===== src/rtl/fetch_decode_pipe.sv =====
// fetch_decode_pipe
//   Fetch/decode front end of the single-issue MIPS-style core. Holds the
//   fetch PC, the instruction ROM (isa), the IF/ID pipeline register and the
//   32-entry register bank. It supports stall, flush and branch redirect, and
//   forwards a same-cycle WB write straight onto the read ports.
//
// Parameters
//   DATA_W     register/operand width (instruction width is fixed at 32)
//   ADDR_W     byte-address PC width; PC wraps modulo 2^ADDR_W
//   IMEM_DEPTH number of instruction words in isa
//   PC_STEP    PC increment per fetch
//   IMEM_INIT  ROM image, word i at bits [i*32 +: 32]
//
// Ports
//   clk, rst               rising-edge clock, synchronous active-high reset
//   stall, flush           hold PC + IF/ID / squash IF/ID into a bubble
//   branch_taken/_target   redirect PC and squash IF/ID
//   regWrite/writeReg/
//   writeData              register-bank write port from WB
//   pc                     current fetch PC
//   pc_plus4               PC of the IF/ID instruction plus PC_STEP
//   valid                  IF/ID holds a real instruction
//   opcode/rs/rt/rd/funct  decoded instruction fields
//   imm_ext                sign-extended 16-bit immediate
//   readData1/readData2    bank[rs] / bank[rt] with write-through forwarding
module fetch_decode_pipe #(
    parameter int DATA_W     = 32,
    parameter int ADDR_W     = 7,
    parameter int IMEM_DEPTH = 32,
    parameter int PC_STEP    = 4,
    parameter logic [IMEM_DEPTH*32-1:0] IMEM_INIT = '0
) (
    input  logic              clk,
    input  logic              rst,
    input  logic              stall,
    input  logic              flush,
    input  logic              branch_taken,
    input  logic [ADDR_W-1:0] branch_target,
    input  logic              regWrite,
    input  logic [4:0]        writeReg,
    input  logic [DATA_W-1:0] writeData,
    output logic [ADDR_W-1:0] pc,
    output logic [ADDR_W-1:0] pc_plus4,
    output logic              valid,
    output logic [5:0]        opcode,
    output logic [4:0]        rs,
    output logic [4:0]        rt,
    output logic [4:0]        rd,
    output logic [5:0]        funct,
    output logic [DATA_W-1:0] imm_ext,
    output logic [DATA_W-1:0] readData1,
    output logic [DATA_W-1:0] readData2
);

    localparam logic [ADDR_W-1:0] STEP = ADDR_W'(PC_STEP);

    typedef struct packed {
        logic [31:0]       instr;
        logic [ADDR_W-1:0] pc;
        logic              valid;
    } ifid_t;

    localparam ifid_t BUBBLE = '{instr: 32'h0, pc: '0, valid: 1'b0};

    logic [31:0]       isa [IMEM_DEPTH];
    logic [DATA_W-1:0] bank [32];

    logic [ADDR_W-1:0] pc_q, pc_d;
    ifid_t             ifid_q, ifid_d;
    logic [31:0]       fetch_word;
    logic [ADDR_W-3:0] fetch_idx;

    // Instruction ROM image
    for (genvar g = 0; g < IMEM_DEPTH; g++) begin : g_isa
        assign isa[g] = IMEM_INIT[g*32 +: 32];
    end

    // Word index is the byte PC shifted down by two; anything past the end of
    // the ROM fetches a NOP (all zeros) but is still a valid instruction.
    assign fetch_idx = pc_q[ADDR_W-1:2];

    always_comb begin
        fetch_word = 32'h0;
        for (int i = 0; i < IMEM_DEPTH; i++) begin
            if (32'(fetch_idx) == i) fetch_word = isa[i];
        end
    end

    // Priority: branch > flush > stall > advance (reset handled in the flop)
    always_comb begin
        pc_d   = pc_q;
        ifid_d = ifid_q;
        if (branch_taken) begin
            pc_d   = branch_target;
            ifid_d = BUBBLE;
        end else if (flush) begin
            ifid_d = BUBBLE;
            if (!stall) pc_d = pc_q + STEP;
        end else if (!stall) begin
            pc_d   = pc_q + STEP;
            ifid_d = '{instr: fetch_word, pc: pc_q, valid: 1'b1};
        end
    end

    always_ff @(posedge clk) begin
        if (rst) begin
            pc_q   <= '0;
            ifid_q <= BUBBLE;
        end else begin
            pc_q   <= pc_d;
            ifid_q <= ifid_d;
        end
    end

    // Bank has no reset so preloaded contents survive rst; writes ignore
    // stall/flush/rst entirely. r0 is never written.
    always_ff @(posedge clk) begin
        if (regWrite && writeReg != 5'd0) bank[writeReg] <= writeData;
    end

    // Decode is purely combinational off IF/ID
    assign pc       = pc_q;
    assign pc_plus4 = ifid_q.pc + STEP;
    assign valid    = ifid_q.valid;
    assign opcode   = ifid_q.instr[31:26];
    assign rs       = ifid_q.instr[25:21];
    assign rt       = ifid_q.instr[20:16];
    assign rd       = ifid_q.instr[15:11];
    assign funct    = ifid_q.instr[5:0];
    assign imm_ext  = {{(DATA_W-16){ifid_q.instr[15]}}, ifid_q.instr[15:0]};

    // r0 reads zero explicitly (its bank entry is never written); otherwise a
    // write in flight to the same register is forwarded in the same cycle.
    always_comb begin
        if (rs == 5'd0)                         readData1 = '0;
        else if (regWrite && writeReg == rs)    readData1 = writeData;
        else                                    readData1 = bank[rs];
        if (rt == 5'd0)                         readData2 = '0;
        else if (regWrite && writeReg == rt)    readData2 = writeData;
        else                                    readData2 = bank[rt];
    end

endmodule


===== config.mk =====
export PLATFORM = sky130hd
export DESIGN_NAME = fetch_decode_pipe
export DESIGN_NICKNAME = d
export VERILOG_FILES = /design/src/rtl/fetch_decode_pipe.sv
export SDC_FILE = /design/constraint.sdc
export NUM_CORES = 1
export LEC_CHECK = 0
export CAP_MARGIN = 30
export CORE_MARGIN = 2
export CORE_UTILIZATION = 25
export CTS_CLUSTER_SIZE = 8
export DETAILED_ROUTE_END_ITERATION = 8
export PLACE_DENSITY = 0.75
export SLEW_MARGIN = 15
export SYNTH_ARGS = -nofsm -noshare
export SYNTH_HDL_FRONTEND = slang
export SYNTH_SLANG_ARGS = --single-unit
export TNS_END_PERCENT = 5

===== constraint.sdc =====
create_clock -name clk -period 1.4 [get_ports clk]
set_clock_uncertainty 0.2 [all_clocks]
set_input_delay 0.14 -clock clk [delete_from_list [all_inputs] [get_ports clk]]
set_output_delay 0.14 -clock clk [all_outputs]
set_load 0.03 [all_outputs]

==> summary.txt <==
Crit Path Category -> reg2out
RSZ-0062 raised after global routing -> true
Compound-Gate Fraction of Synth Area -> 2.83%
initial antenna violation count -> 0
grt ovf -> 0
drt pass-1 iters -> 4
adder-cell area share of the yosys netlist -> 1.53%
PortBufs -> 26
CTS tree -> built
Arr. time, crit path -> 1.16 ns
WL final -> 2280 microns
max frequency -> 667 MHz
Starting Density -> 25.8%
fin. max-slew vios -> 0
core area -> 0.00635 sq mm
Pwr Density -> 838 mW/mm^2
Die W -> 84.9 microns
clock sinks -> 15
area grow syn2layout -> 7.34%
Routed Antenna Nets -> 0
total number of yosys warnings -> 0
Tcrit/Tclk final -> 107%
Syn Inst Count -> 195
Fill cells -> 665
Mapped Area -> 0.00164 sq mm
EDFF count, synth -> 0
wire per inst -> 7.51 microns
GRT Util Overall -> 5.44%
hold crit path type -> reg2reg
# H-tree levels -> 1
post-synthesis xor/xnor area fraction -> 3.75%
post-placement cell area -> 0.00167 sq mm
final setup violation count -> 3
total CTS buffers -> 3
Top Ports -> 188
crit path setup slack, layout -> -0.0992 ns
R2R setup slack -> 0.07 ns
Nets -> 280
Synth Area in Simple Gates -> 4.97%
vias in the first global route -> 652
post-layout min period -> 1.50 ns
critical path endpoint category -> output pin
Post-Syn Area per Cell -> 8.39 sq um
Leak -> 0.929 nW
Reg area -> 308 sq um
Die Y-Extent -> 84.9 microns
first-pass GRT wire length -> 3130 microns
worst-skew pair later-pin latency -> 0.24 ns
root buffer cell -> clkbuf_8
diode count -> 0
RePlAce Congestion -> 0.777
register area share after synthesis -> 18.4%
ys flop type -> dfxtp_1
VDD IR max -> 0.405 mV
Max FO, Critical Path -> 3
Via density -> 2.95
largest net degree at the start of global routing -> 11
failing checks -> negative setup slack
number of synthesized register bits -> 15
asr flop ratio synth -> 0%
Worst setup SP type -> flip-flop
final hold violation count -> 0
number of max-cap violations -> 0
Rows -> 29
DRC viols -> 0
largest family of logic cells by synthesized area -> buffers and inverters
via count -> 898
Multi-input gate area -> 835 sq um
setup TNS -> -0.289 ns
status -> finished with violations
1st-iter DRT viols -> 6
Unique masters post-synth -> 19
multiplexer share of the synthesized area -> 7.42%
Required @ worst endpoint -> 1.06 ns
CTS clk-pin slew, worst paths -> 0.06 ns
dpl hpwl -> 2050 microns
layout cells sized above 1 -> 16.7%
Longest Clk Path Bufs -> 2
Die ar. -> 0.00720 sq mm
fin area -> 0.00176 sq mm
## repair_timing
item                                    in CTS  in global routing
buffers inserted                             1                  0
endpoints found under the setup margin       3                  3
resized for setup                            6                  2
pin swaps                                    1                  2
hold buffers                                 0                  0
## per-layer routing
metal,wire (microns),share of wire (%),global-route usage (%)
met4,0,0,1.30
met5,0,0,0
met3,263,12,1.95
met2,1210,53,9.88
met1,814,36,6.04
## cell families (layout without fill, tap and decap cells)
group | after synthesis | in the layout
flip-flops | 15 | 15
multiplexers | 12 | 12
AND/OR/NAND/NOR | 17 | 17
buffers and inverters | 134 | 44
AO/OA/AOI/OAI | 7 | 7
adder cells (fa/ha/maj) | 2 | 2
other | 1 | 123
XOR/XNOR | 7 | 7
## stage by stage
stage / utilization [%] / cells / setup slack (ns) / hold WS, ns / total power, W
6_report: 27.6 / 304 / -0.0992 / 0.305 / 0.00147
5_1_grt: 27.6 / 304 / -0.156 / 0.323 / 0.00154
4_1_cts: 27.5 / 304 / -0.140 / 0.310 / 0.00149
3_5_place_dp: 26.3 / 299 / -0.164 / 0.304 / 0.00114
3_3_place_gp: 26.3 / 299 / -0.121 / 0.293 / 0.00113
2_1_floorplan: - / 317 / -0.0135 / 0.0867 / 0.00127
## power breakdown
| group | internal (W) | switching, W | total, W |
|---|---|---|---|
| combinational | 0.000136 | 0.000533 | 0.000669 |
| clock | 0.000201 | 0.000137 | 0.000338 |
| sequential | 0.000444 | 0.0000195 | 0.000464 |
| total | 0.000782 | 0.000689 | 0.00147 |
## cell type report
type / instances / share of cell area, %
inverter: 5 / 1.07
clock buffer: 4 / 2.57
sequential: 15 / 17.5
timing repair buffer: 35 / 25.8
tap: 77 / 5.49
multi-input combinational: 168 / 47.5
## state kept, by name, indices dropped and copies added (netlist names)
signal / cells
valid: 1
ifid_q: 7
pc: 7
## placed cells by master (no fill, tap or decap)
cell             netlist  final
conb_1                 1    123
buf_12                 0     13
mux2i_1               11     11
nor2_1                11     11
dfxtp_1               15     11
clkdlybuf4s50_1        0     11
buf_4                125     11
inv_1                  5      5
xnor2_1                6      4
a21oi_1                3      3
o21a_1                 3      3
clkbuf_8               0      3
dfxtp_2                0      3
nand3_2                0      2
xnor2_2                0      2
nand4b_1               2      2
xor2_1                 1      1
nand2b_1               1      1
mux2_2                 1      1
or3_1                  1      1
a21oi_2                1      1
ha_4                   0      1
ha_1                   2      1
clkbuf_1               0      1
dfxtp_4                0      1
## final timing paths
path                                start           to  depth (start not counted)
worst max-delay path            ifid_q[4]  pc_plus4[6]                          4
worst min-delay path                valid        valid                          2
worst max register to register      pc[2]        pc[3]                          4
worst min register to register      valid        valid                          2
## Yosys cell counts (2+ instances only)
master      n  area share, %
inv_1       5            1.1
ha_1        2            1.5
a21oi_1     3           0.92
o21a_1      3            1.4
nor2_1     11            2.5
dfxtp_1    15             18
buf_6       3            2.1
buf_4     125             57
xnor2_1     6            3.2
nand4b_1    2            1.1
mux2i_1    11            6.7
nand3_1     2           0.61
## critical path: stages (launching register included)
cell,delay (ns)
dfxtp_4,0.36
ha_4,0.13
nand3_2,0.09
xnor2_2,0.18
buf_12,0.14
Power figures use the tool's default switching activity.
